--- src/rtl/dm9000a_rx_reader_if.sv ---
// Host-bus and payload-stream signals between the DM9000A receive reader
// (master) and the Ethernet chip plus downstream consumer (slave).
interface dm9000a_rx_reader_if;
   logic        oEnetCs_n;
   logic        oEnetCmd;
   logic        oEnetIor_n;
   logic        oEnetIow_n;
   logic [15:0] oEnetDataOut;
   logic        oEnetDataOe;
   logic [15:0] iEnetDataIn;
   logic [15:0] oRxData;
   logic        oRxValid;
   logic        oRxLast;
   logic        iRxReady;

   modport master (
      output oEnetCs_n, oEnetCmd, oEnetIor_n, oEnetIow_n, oEnetDataOut, oEnetDataOe,
      input  iEnetDataIn,
      output oRxData, oRxValid, oRxLast,
      input  iRxReady
   );

   modport slave (
      input  oEnetCs_n, oEnetCmd, oEnetIor_n, oEnetIow_n, oEnetDataOut, oEnetDataOe,
      output iEnetDataIn,
      input  oRxData, oRxValid, oRxLast,
      output iRxReady
   );
endinterface

--- src/rtl/dm9000a_rx_reader.sv ---
// DM9000A receive reader: runs the F0/F2 index + data-port read sequence for one
// frame and streams the payload words out over a valid/ready handshake.
module dm9000a_rx_reader #(
   parameter int SETUP_CLKS  = 1,
   parameter int STROBE_CLKS = 2,
   parameter int HOLD_CLKS   = 1,
   parameter int MAX_LEN     = 1536
) (
   input  logic                       iDm9000aClk,
   input  logic                       iRst_n,
   input  logic                       iRxStart,
   output logic                       oBusy,
   output logic                       oDone,
   output logic                       oNoPkt,
   output logic                       oBadHeader,
   output logic                       oRxErr,
   output logic [10:0]                oRxLen,
   dm9000a_rx_reader_if.master        busIf
);

   localparam int TOTAL_CLKS = SETUP_CLKS + STROBE_CLKS + HOLD_CLKS;
   localparam int CW         = $clog2(TOTAL_CLKS + 1);
   localparam logic [CW-1:0] CYC_LAST  = CW'(TOTAL_CLKS - 1);
   localparam logic [CW-1:0] STB_FIRST = CW'(SETUP_CLKS);
   localparam logic [CW-1:0] STB_END   = CW'(SETUP_CLKS + STROBE_CLKS);
   localparam logic [CW-1:0] SAMPLE    = CW'(SETUP_CLKS + STROBE_CLKS - 1);
   localparam logic [15:0]   MAX_LEN_W = 16'(MAX_LEN);

   typedef enum logic [2:0] {
      IDLE      = 3'd0,
      WR_IDX_F0 = 3'd1,
      RD_READY  = 3'd2,
      WR_IDX_F2 = 3'd3,
      RD_STATUS = 3'd4,
      RD_LEN    = 3'd5,
      RD_DATA   = 3'd6,
      DONE      = 3'd7
   } state_t;

   function automatic logic isRead(input state_t s);
      return (s == RD_READY) || (s == RD_STATUS) || (s == RD_LEN) || (s == RD_DATA);
   endfunction

   function automatic logic isWrite(input state_t s);
      return (s == WR_IDX_F0) || (s == WR_IDX_F2);
   endfunction

   state_t        state_r, state_s;
   logic [CW-1:0] cyc_r, cyc_s;
   logic          active_r, active_s;
   logic          cycEnd_s;
   logic [9:0]    wordCnt_r, wordCnt_s;
   logic [15:0]   rdData_r, rdData_s;
   logic [15:0]   readWord_s;
   logic [9:0]    wordsN_s;
   logic          discard_r, discard_s;
   logic          noPkt_r, noPkt_s;
   logic          badHdr_r, badHdr_s;
   logic          rxErr_r, rxErr_s;
   logic [10:0]   rxLen_r, rxLen_s;
   logic          busy_r, busy_s;
   logic          done_r, done_s;
   logic [15:0]   rxData_r, rxData_s;
   logic          rxValid_r, rxValid_s;
   logic          rxLast_r, rxLast_s;
   logic          csN_r, csN_s;
   logic          cmd_r, cmd_s;
   logic          iorN_r, iorN_s;
   logic          iowN_r, iowN_s;
   logic [15:0]   dataOut_r, dataOut_s;
   logic          dataOe_r, dataOe_s;
   logic          strobe_s;

   // With no hold time the sample clock is also the cycle's last clock.
   assign readWord_s = (HOLD_CLKS == 0) ? busIf.iEnetDataIn : rdData_r;
   assign wordsN_s   = readWord_s[10:1] + {9'd0, readWord_s[0]};

   // Next-state, bus-cycle sequencing and next values of every registered output.
   always_comb begin
      state_s   = state_r;
      active_s  = active_r;
      wordCnt_s = wordCnt_r;
      discard_s = discard_r;
      noPkt_s   = noPkt_r;
      badHdr_s  = badHdr_r;
      rxErr_s   = rxErr_r;
      rxLen_s   = rxLen_r;
      rxData_s  = rxData_r;
      rxValid_s = rxValid_r;
      rxLast_s  = rxLast_r;
      cycEnd_s  = active_r && (cyc_r == CYC_LAST);

      if (active_r && !cycEnd_s) begin
         cyc_s = cyc_r + CW'(1);
      end else begin
         cyc_s = CW'(0);
      end

      if (active_r && isRead(state_r) && (cyc_r == SAMPLE)) begin
         rdData_s = busIf.iEnetDataIn;
      end else begin
         rdData_s = rdData_r;
      end

      case (state_r)
         IDLE: begin
            if (iRxStart) begin
               state_s   = WR_IDX_F0;
               active_s  = 1'b1;
               noPkt_s   = 1'b0;
               badHdr_s  = 1'b0;
               rxErr_s   = 1'b0;
               discard_s = 1'b0;
               rxLen_s   = 11'd0;
            end else begin
               active_s  = 1'b0;
            end
         end
         WR_IDX_F0: begin
            if (cycEnd_s) begin
               state_s = RD_READY;
            end else begin
               state_s = WR_IDX_F0;
            end
         end
         RD_READY: begin
            if (cycEnd_s) begin
               case (readWord_s[7:0])
                  8'h01: begin
                     state_s = WR_IDX_F2;
                  end
                  8'h00: begin
                     noPkt_s  = 1'b1;
                     state_s  = DONE;
                     active_s = 1'b0;
                  end
                  default: begin
                     badHdr_s = 1'b1;
                     state_s  = DONE;
                     active_s = 1'b0;
                  end
               endcase
            end else begin
               state_s = RD_READY;
            end
         end
         WR_IDX_F2: begin
            if (cycEnd_s) begin
               state_s = RD_STATUS;
            end else begin
               state_s = WR_IDX_F2;
            end
         end
         RD_STATUS: begin
            if (cycEnd_s) begin
               state_s = RD_LEN;
               if (readWord_s[13:8] != 6'd0) begin
                  discard_s = 1'b1;
                  rxErr_s   = 1'b1;
               end else begin
                  discard_s = 1'b0;
               end
            end else begin
               state_s = RD_STATUS;
            end
         end
         RD_LEN: begin
            if (cycEnd_s) begin
               rxLen_s = readWord_s[10:0];
               if ((readWord_s == 16'd0) || (readWord_s > MAX_LEN_W)) begin
                  badHdr_s = 1'b1;
                  state_s  = DONE;
                  active_s = 1'b0;
               end else begin
                  wordCnt_s = wordsN_s;
                  state_s   = RD_DATA;
               end
            end else begin
               state_s = RD_LEN;
            end
         end
         RD_DATA: begin
            if (active_r) begin
               if (cycEnd_s) begin
                  wordCnt_s = wordCnt_r - 10'd1;
                  if (discard_r) begin
                     // Discarded frames still drain the chip so its read pointer advances.
                     if (wordCnt_r == 10'd1) begin
                        state_s  = DONE;
                        active_s = 1'b0;
                     end else begin
                        active_s = 1'b1;
                     end
                  end else begin
                     rxData_s  = readWord_s;
                     rxValid_s = 1'b1;
                     rxLast_s  = (wordCnt_r == 10'd1);
                     active_s  = 1'b0;
                  end
               end else begin
                  wordCnt_s = wordCnt_r;
               end
            end else if (rxValid_r && busIf.iRxReady) begin
               rxValid_s = 1'b0;
               rxLast_s  = 1'b0;
               if (wordCnt_r == 10'd0) begin
                  state_s = DONE;
               end else begin
                  active_s = 1'b1;
               end
            end else begin
               rxValid_s = rxValid_r;
            end
         end
         DONE: begin
            state_s  = IDLE;
            active_s = 1'b0;
         end
         default: begin
            state_s  = IDLE;
            active_s = 1'b0;
         end
      endcase

      busy_s   = (state_s != IDLE) && (state_s != DONE);
      done_s   = (state_s == DONE);
      csN_s    = !active_s;
      strobe_s = active_s && (cyc_s >= STB_FIRST) && (cyc_s < STB_END);
      iorN_s   = !(strobe_s && isRead(state_s));
      iowN_s   = !(strobe_s && isWrite(state_s));
      cmd_s    = active_s && isRead(state_s);
      dataOe_s = active_s && isWrite(state_s);
      if (active_s && (state_s == WR_IDX_F0)) begin
         dataOut_s = 16'h00F0;
      end else if (active_s && (state_s == WR_IDX_F2)) begin
         dataOut_s = 16'h00F2;
      end else begin
         dataOut_s = 16'h0000;
      end
   end

   // State and output registers.
   always_ff @(posedge iDm9000aClk or negedge iRst_n) begin
      if (!iRst_n) begin
         state_r   <= IDLE;
         cyc_r     <= CW'(0);
         active_r  <= 1'b0;
         wordCnt_r <= 10'd0;
         rdData_r  <= 16'd0;
         discard_r <= 1'b0;
         noPkt_r   <= 1'b0;
         badHdr_r  <= 1'b0;
         rxErr_r   <= 1'b0;
         rxLen_r   <= 11'd0;
         busy_r    <= 1'b0;
         done_r    <= 1'b0;
         rxData_r  <= 16'd0;
         rxValid_r <= 1'b0;
         rxLast_r  <= 1'b0;
         csN_r     <= 1'b1;
         cmd_r     <= 1'b0;
         iorN_r    <= 1'b1;
         iowN_r    <= 1'b1;
         dataOut_r <= 16'd0;
         dataOe_r  <= 1'b0;
      end else begin
         state_r   <= state_s;
         cyc_r     <= cyc_s;
         active_r  <= active_s;
         wordCnt_r <= wordCnt_s;
         rdData_r  <= rdData_s;
         discard_r <= discard_s;
         noPkt_r   <= noPkt_s;
         badHdr_r  <= badHdr_s;
         rxErr_r   <= rxErr_s;
         rxLen_r   <= rxLen_s;
         busy_r    <= busy_s;
         done_r    <= done_s;
         rxData_r  <= rxData_s;
         rxValid_r <= rxValid_s;
         rxLast_r  <= rxLast_s;
         csN_r     <= csN_s;
         cmd_r     <= cmd_s;
         iorN_r    <= iorN_s;
         iowN_r    <= iowN_s;
         dataOut_r <= dataOut_s;
         dataOe_r  <= dataOe_s;
      end
   end

   assign oBusy              = busy_r;
   assign oDone              = done_r;
   assign oNoPkt             = noPkt_r;
   assign oBadHeader         = badHdr_r;
   assign oRxErr             = rxErr_r;
   assign oRxLen             = rxLen_r;
   assign busIf.oEnetCs_n    = csN_r;
   assign busIf.oEnetCmd     = cmd_r;
   assign busIf.oEnetIor_n   = iorN_r;
   assign busIf.oEnetIow_n   = iowN_r;
   assign busIf.oEnetDataOut = dataOut_r;
   assign busIf.oEnetDataOe  = dataOe_r;
   assign busIf.oRxData      = rxData_r;
   assign busIf.oRxValid     = rxValid_r;
   assign busIf.oRxLast      = rxLast_r;

endmodule

--- src/flat_wrapper.sv ---
// flat-port wrapper written by rule: the top's interface ports become plain ports
module dm9000a_rx_reader_flat 
#(
   parameter int SETUP_CLKS  = 1,
   parameter int STROBE_CLKS = 2,
   parameter int HOLD_CLKS   = 1,
   parameter int MAX_LEN     = 1536
)
  (iDm9000aClk, iRst_n, iRxStart, oBusy, oDone, oNoPkt, oBadHeader, oRxErr, oRxLen, busIf_oEnetCs_n, busIf_oEnetCmd, busIf_oEnetIor_n, busIf_oEnetIow_n, busIf_oEnetDataOut, busIf_oEnetDataOe, busIf_iEnetDataIn, busIf_oRxData, busIf_oRxValid, busIf_oRxLast, busIf_iRxReady);
  dm9000a_rx_reader_if busIf_i ();
  input  logic iDm9000aClk;
  input  logic iRst_n;
  input  logic iRxStart;
  output logic oBusy;
  output logic oDone;
  output logic oNoPkt;
  output logic oBadHeader;
  output logic oRxErr;
  output logic [10:0] oRxLen;
  output wire logic [$bits(busIf_i.oEnetCs_n)-1:0] busIf_oEnetCs_n;
  output wire logic [$bits(busIf_i.oEnetCmd)-1:0] busIf_oEnetCmd;
  output wire logic [$bits(busIf_i.oEnetIor_n)-1:0] busIf_oEnetIor_n;
  output wire logic [$bits(busIf_i.oEnetIow_n)-1:0] busIf_oEnetIow_n;
  output wire logic [$bits(busIf_i.oEnetDataOut)-1:0] busIf_oEnetDataOut;
  output wire logic [$bits(busIf_i.oEnetDataOe)-1:0] busIf_oEnetDataOe;
  input wire logic [$bits(busIf_i.iEnetDataIn)-1:0] busIf_iEnetDataIn;
  output wire logic [$bits(busIf_i.oRxData)-1:0] busIf_oRxData;
  output wire logic [$bits(busIf_i.oRxValid)-1:0] busIf_oRxValid;
  output wire logic [$bits(busIf_i.oRxLast)-1:0] busIf_oRxLast;
  input wire logic [$bits(busIf_i.iRxReady)-1:0] busIf_iRxReady;
  assign busIf_oEnetCs_n = busIf_i.oEnetCs_n;
  assign busIf_oEnetCmd = busIf_i.oEnetCmd;
  assign busIf_oEnetIor_n = busIf_i.oEnetIor_n;
  assign busIf_oEnetIow_n = busIf_i.oEnetIow_n;
  assign busIf_oEnetDataOut = busIf_i.oEnetDataOut;
  assign busIf_oEnetDataOe = busIf_i.oEnetDataOe;
  assign busIf_i.iEnetDataIn = busIf_iEnetDataIn;
  assign busIf_oRxData = busIf_i.oRxData;
  assign busIf_oRxValid = busIf_i.oRxValid;
  assign busIf_oRxLast = busIf_i.oRxLast;
  assign busIf_i.iRxReady = busIf_iRxReady;
  dm9000a_rx_reader #(.SETUP_CLKS(SETUP_CLKS), .STROBE_CLKS(STROBE_CLKS), .HOLD_CLKS(HOLD_CLKS), .MAX_LEN(MAX_LEN)) u_core (.iDm9000aClk(iDm9000aClk), .iRst_n(iRst_n), .iRxStart(iRxStart), .oBusy(oBusy), .oDone(oDone), .oNoPkt(oNoPkt), .oBadHeader(oBadHeader), .oRxErr(oRxErr), .oRxLen(oRxLen), .busIf(busIf_i));
endmodule
--- config.mk ---
export PLATFORM = sky130hd
export DESIGN_NAME = dm9000a_rx_reader_flat
export DESIGN_NICKNAME = d
export VERILOG_FILES = /design/src/rtl/dm9000a_rx_reader_if.sv /design/src/rtl/dm9000a_rx_reader.sv /design/src/flat_wrapper.sv
export SDC_FILE = /design/constraint.sdc
export NUM_CORES = 1
export LEC_CHECK = 0
export CAP_MARGIN = 25
export CORE_ASPECT_RATIO = 0.8
export CORE_MARGIN = 2
export CORE_UTILIZATION = 46
export CTS_CLUSTER_DIAMETER = 40
export DETAILED_ROUTE_END_ITERATION = 16
export PLACE_DENSITY_LB_ADDON = 0.05
export SYNTH_ARGS = -nofsm -noshare
export SYNTH_HDL_FRONTEND = slang
export SYNTH_SLANG_ARGS = --single-unit
--- constraint.sdc ---
create_clock -name iDm9000aClk -period 2.3 [get_ports iDm9000aClk]
set_clock_uncertainty 0.05 [all_clocks]
set_input_delay 0.46 -clock iDm9000aClk [delete_from_list [all_inputs] [get_ports iDm9000aClk]]
set_output_delay 0.46 -clock iDm9000aClk [all_outputs]
set_load 0.01 [all_outputs]
==> results of run 1 <==
## how the worst max path moves through the flow
stage / endpoint / depth (start not counted)
after floorplan: u_core.busIf.oEnetDataOut[1]$_DFF_PN0_ / 7
after detailed placement: u_core.busIf.oEnetDataOut[1]$_DFF_PN0_ / 8
after CTS: u_core.busIf.oEnetDataOut[6]$_DFF_PN0_ / 7
after global routing: u_core.busIf.oEnetDataOut[6]$_DFF_PN0_ / 7
final: u_core.busIf.oEnetDataOut[6]$_DFF_PN0_ / 7
after global placement: u_core.busIf.oEnetDataOut[1]$_DFF_PN0_ / 8
## registers in the layout (all words and copies together) (netlist names), 2 cells and up
signal,cells
u_core.busIf.oRxData,16
u_core.rdData_r,16
u_core.oRxLen,11
u_core.wordCnt_r,10
u_core.cyc_r,3
u_core.state_r,3
u_core.busIf.oEnetDataOut,2
## cell usage after synthesis (2+ instances only)
master     number
nand4_1         3
xor2_1          4
o211ai_1        2
nor3_2          2
or4_1           2
ha_1            9
and2_1          4
a22oi_1         2
buf_4          14
xnor2_1         4
nor3b_1         3
nor2_1         28
o31ai_1         4
a31o_2          2
mux2_2         29
o21ai_0        34
dfrtp_1        72
a21boi_0        2
and3_1          2
and3b_1         3
nor4_1          2
a22o_1          3
inv_1          13
a2bb2oi_1       2
a21oi_1        15
and4_1          2
nand2_1        45
nor3_1          7
buf_2           4
a31oi_1         6
clkbuf_1       17
nor2b_1         3
dfstp_2         3
nand2b_1        4
nand3_1        13
nand3b_1        2
## cell type report
type | instances | area [um^2] | share of cell area
Clock buffer | 10 | 137.6 | 0.02715
Clock inverter | 6 | 87.58 | 0.01728
Inverter | 13 | 48.80 | 0.009627
Multi-Input combinational cell | 271 | 1773 | 0.3498
Sequential cell | 75 | 1881 | 0.3710
Tap cell | 108 | 135.1 | 0.02666
Timing Repair Buffer | 108 | 1006 | 0.1985
## metal layers
| layer | share of wire | wire length, um | vias to the layer above | track usage |
|---|---|---|---|---|
| met4 | 0.010 | 94 | 0 | 0.06340 |
| li1 | - | - | 1510 | - |
| met5 | 0 | 0 | - | 0 |
| met3 | 0.045 | 418 | 9 | 0.05319 |
| met1 | 0.49 | 4596 | 1519 | 0.3287 |
| met2 | 0.45 | 4179 | 70 | 0.3249 |
## repair_timing
| action | 4_1_cts | 5_1_grt |
|---|---|---|
| hold endpoints to repair | 15 | 0 |
| gates resized for setup | 0 | 5 |
| hold buffers | 1 | 0 |
| endpoints found under the setup margin | 0 | 11 |
| buffers inserted | 0 | 1 |
## power by group
| group | leakage, nW | internal (mW) | switching (mW) |
|---|---|---|---|
| sequential | 0.995 | 1.61 | 0.267 |
| combinational | 1.20 | 1.15 | 1.16 |
| clock | 0.117 | 0.643 | 0.506 |
| total | 2.31 | 3.39 | 1.93 |
## worst register-to-register path, stage by stage, from the launching register on
cell      delay [ps]
dfrtp_1          390
or4_4            570
a211oi_2         240
o311ai_1         120
buf_4            150
a311oi_4         200
buf_4            170
and3b_2          200
## logic make-up (layout without fill, tap and decap cells)
kind of cell / count (synthesis) / count (layout) / synth area share
buffers and inverters: 48 / 137 / 0.06213
muxes: 30 / 30 / 0.08797
and+or+nand+nor: 130 / 130 / 0.1694
adders and majority gates: 9 / 9 / 0.02943
other: 1 / 11 / 0.0009801
DFF: 75 / 75 / 0.4915
xor gates and xnor gates: 8 / 8 / 0.01831
AOI/OAI and AO/OA: 83 / 83 / 0.1403
==> flow_summary.ini, run 1 <==
[worst_setup_path]
r2r_end = u_core.busIf.oEnetDataOut[6]$_DFF_PN0_
setup.worst_path.end_class = flop
critPathLaunch = u_core.wordCnt_r[5]$_DFFE_PN0P_
cpLargestDelayFamily = simple AND/OR/NAND/NOR gates
crit_required_ps = 2490
crit_path_frequent_cell = buf_4
regToRegStartpoint = u_core.wordCnt_r[5]$_DFFE_PN0P_
cpPeakStageDelay_ps = 570
arrival_ps = 2400
worstPathMaxFanout = 4
reg2regPathDepth = 7
slowest_stage = or4_4
reg2reg_slack_ps = 100
worstPathBufferInverterCount = 2
critPathKind = flop to flop
start_kind = flop
path_cells = or4_4 > a211oi_2 > o311ai_1 > buf_4 > a311oi_4 > buf_4 > and3b_2

[sta]
finalCritPeriodShare = 0.9586
setup_viol = 0
slew_violations = 0
holdWs_ps = 430.6
hold_violations = 0
fin_crit_ps = 2205
max_freq_ghz = 0.4536
setup_ws_ps = 95.26
fin_setup_tns_ps = 0

[cts]
cts_sinks = 75
max-clock-path-buffers = 2
clock_latency_ps = 350
htree_num_levels = 3
cts_tree = yes
cts_buffers = 9
clk_pin_slew_ps = 80
cts-root-buf = clkbuf_8

[worst_hold_path]
hp-class = flop to flop
min_to = u_core.busIf.oRxData[1]$_DFFE_PN0P_
hp-start = u_core.busIf.oRxData[1]$_DFFE_PN0P_
whs_path_depth = 2

[grt]
grt_max_degree = 48
grt_pass1_wl_um = 15590
grt_overflow_total = 0
grt_pass1_vias = 3041
grt_use_total = 0.2214
grt_antenna_before_repair = 0

[place]
place_ws_ps = 31.77
place_inst = 573
globalplace.congestion = 0.8409
portBuffers = 63
hpwl_um = 6889
placed_cell_area_um2 = 4798

[final_layout]
n_antenna_cell = 0
drive_gt1_frac = 0.2215
final_common_cell = dfrtp_1
nets = 507
fin_area_um2 = 5069
fill_cells = 678
fin_cells = 591
final_cell_mix = dfrtp_1, clkdlybuf4s50_1, nand2_1
utilization = 0.6321
syn_to_final_growth_pct = 32.47

[yosys]
yosys.area.top_type = dfrtp_1
synthFlopType = dfrtp_1
synth_area_leaders = dfrtp_1, mux2_2, o21ai_0, nand2_1, ha_1
ys_seq_elements = 75
synth-edff-count = 0
synthDistinctLibCells = 54
syn-mean-instance-area_um2 = 9.964
syn_area_um2 = 3826
netlist_instances = 384
yosysWarnings = 0
synth-async-reset-ratio = 1.000
netlist.area_leader.share = 0.4709
ys_seq_area_frac = 0.4915

[die]
fp.dieW_um = 106.0
std_cell_rows = 29
die_area_um2 = 9068
core_area_um2 = 8019
initial_utilization = 0.4771
io_pins = 75
die_height_um = 85.58

[route]
drt-pass1-iter-count = 4
drc_errors = 0
drt_iter0_drc = 162
postRouteAntennaNets = 0
avgViaCountPerCell = 5.259
vias = 3108
routed_wl_um = 9288
drt-wirelength-per-cell_um = 15.72

[power_and_ir_drop]
p_leak_nw = 2.311
power.density_nw_per_um2 = 1050
peakVddDrop_mv = 0.4629
power_mw = 5.323

[run]
cap_violations = 0

[outcome]
status = finished, final reports clean
Note: power is estimated with default switching activity, not from simulation.
==> run 2, diff against run 1 <==
--- a/config.mk
+++ b/config.mk
@@ -9,9 +9,10 @@
 export CORE_ASPECT_RATIO = 0.8
 export CORE_MARGIN = 2
 export CORE_UTILIZATION = 46
-export CTS_CLUSTER_DIAMETER = 40
+export CTS_CLUSTER_DIAMETER = 100
 export DETAILED_ROUTE_END_ITERATION = 16
 export PLACE_DENSITY_LB_ADDON = 0.05
+export REMOVE_ABC_BUFFERS = 1
 export SYNTH_ARGS = -nofsm -noshare
 export SYNTH_HDL_FRONTEND = slang
 export SYNTH_SLANG_ARGS = --single-unit
==> run 2 against run 1 <==
Net effect:
- via count is 1.9% higher
- highest routed layer unchanged
- setup slack worse by 33 ps
- utilization stayed put
- sequential share of layout area hardly changed
- routed wire length hardly changed
- fmax is 1.5% lower
- cell area stayed put
- die area stayed put
- register-to-register slack worse by 30 ps
==> flow_summary.ini, run 2 (same netlist as run 1, synthesis figures left out) <==
[sta]
slew_violations = 0
max_freq_ghz = 0.4468
fin_crit_ps = 2238
finalCritPeriodShare = 0.9731
fin_setup_tns_ps = 0
rsz0062_at_grt = false
hold_violations = 0
setup_ws_ps = 61.85
setup_viol = 0

[cts]
cts_buffers = 9
clk_pin_slew_ps = 80
htree_num_levels = 3
clock_latency_ps = 350
ctsHoldBuffers = 0
cts_sinks = 75
cts_tree = yes
cts-root-buf = clkbuf_8
max-clock-path-buffers = 2

[die]
die_height_um = 85.58
fp.dieW_um = 106.0
initial_utilization = 0.4771
die_area_um2 = 9068
std_cell_rows = 29
core_area_um2 = 8019
io_pins = 75

[power_and_ir_drop]
p_leak_nw = 2.289
swShare = 0.3621
seq_power_share = 0.353
p_int_mw = 3.424
power.density_nw_per_um2 = 1059
peakVddDrop_mv = 0.5261
combPwrFrac = 0.432
p_sw_mw = 1.943
power_mw = 5.367
clkPwrFrac = 0.216

[grt]
grt_max_degree = 76
grt_use_total = 0.2183
grt_pass1_vias = 3014
grt_antenna_before_repair = 0
grt_pass1_wl_um = 15470
grt_overflow_total = 0

[place]
globalplace.congestion = 0.8828
portBuffers = 63
hpwl_um = 6583
place_ws_ps = -50.04

[worst_setup_path]
critPathKind = flop to flop
cpPeakStageDelay_ps = 560
slowest_stage = or4_4
arrival_ps = 2430
reg2reg_slack_ps = 60
reg2regPathDepth = 6
crit_required_ps = 2500
crit_path_end = u_core.busIf.oEnetDataOut[1]$_DFF_PN0_
setup.worst_path.end_class = flop
regToRegStartpoint = u_core.wordCnt_r[5]$_DFFE_PN0P_
worstPathMaxFanout = 3
path_cells = or4_4 > a211oi_2 > o311ai_2 > a311oi_4 > and3b_2 > and2_1
critPathLaunch = u_core.wordCnt_r[5]$_DFFE_PN0P_
start_kind = flop
r2r_end = u_core.busIf.oEnetDataOut[1]$_DFF_PN0_

[route]
drt-pass1-iter-count = 4
drt-wirelength-per-cell_um = 15.78
dr_wl_met3_um = 540
wl_met2_um = 4129
avgViaCountPerCell = 5.377
drc_errors = 0
vias = 3167
top_layer_used = met4
routed_wl_um = 9297
drt_iter0_drc = 154
postRouteAntennaNets = 0
drt-met1-wl_um = 4533

[outcome]
status = finished, final reports clean

[final_layout]
final_common_cell = dfrtp_1
drive_gt1_frac = 0.2287
syn_to_final_growth_pct = 32.47
final_cell_mix = dfrtp_1, clkdlybuf4s50_1, nand2_1
nets = 505
n_antenna_cell = 0

[worst_hold_path]
hp-class = input port to asynchronous set/reset pin

[run]
cap_violations = 0
-- run 2: how the worst min path moves through the flow --
stage,startpoint,slack (ps),endpoint
4_1_cts,iRst_n,100,u_core.busIf.oRxData[13]$_DFFE_PN0P_
3_5_place_dp,u_core.oRxLen[8]$_DFFE_PN0P_,420,u_core.oRxLen[8]$_DFFE_PN0P_
2_1_floorplan,iRst_n,110,u_core.active_r$_DFF_PN0_
5_1_grt,iRst_n,100,u_core.busIf.oRxData[13]$_DFFE_PN0P_
6_report,iRst_n,80,u_core.busIf.oRxData[13]$_DFFE_PN0P_
3_3_place_gp,u_core.busIf.oRxData[1]$_DFFE_PN0P_,410,u_core.busIf.oRxData[1]$_DFFE_PN0P_
-- run 2: worst max-delay path, delay by kind of cell, from the launching register on --
family | cells | cell delay [ps]
AOI/OAI and AO/OA | 3 | 700
and+or+nand+nor | 3 | 990
DFF | 1 | 390
-- run 2: cell type report --
cell class	instances	area, um^2
clock buffer	11	141.4
clock inverter	5	83.83
fill	679	2950
inverter	13	48.80
multi-input combinational	271	1800
sequential	75	1882
tap	108	135.1
timing repair buffer	106	977.2
-- run 2: stage by stage --
stage                     cells  area (um^2)  hold slack (ps)  utilization
after floorplan             359         3675            114.4            -
after global placement      573         4783            409.6       0.5965
after detailed placement    573         4783            419.9       0.5965
after CTS                   589         5009            95.11       0.6246
after global routing        589         5069            100.6       0.6321
final                       589         5069            79.42       0.6321
-- run 2: what timing repair did --
item / in CTS / in global routing
gates resized for setup: 0 / 13
setup buffers: 0 / 1
setup endpoints to repair: 0 / 16
hold endpoints to repair: 0 / 0
-- run 2: power by group through the flow --
stage                     clock network [mW]  logic (mW)  registers, mW
final                                   1.16        2.32           1.89
after global routing                    1.23        2.54           1.94
after CTS                               1.18        2.24           1.88
after detailed placement                   0        2.22           1.90
after global placement                     0        2.19           1.90
after floorplan                            0        1.00           1.99
-- run 2: metal layers --
layer / vias up / track usage
met2: 109 / 0.3296
met1: 1532 / 0.3264
met3: 8 / 0.04331
met4: 0 / 0.05383
met5: - / 0
li1: 1518 / -
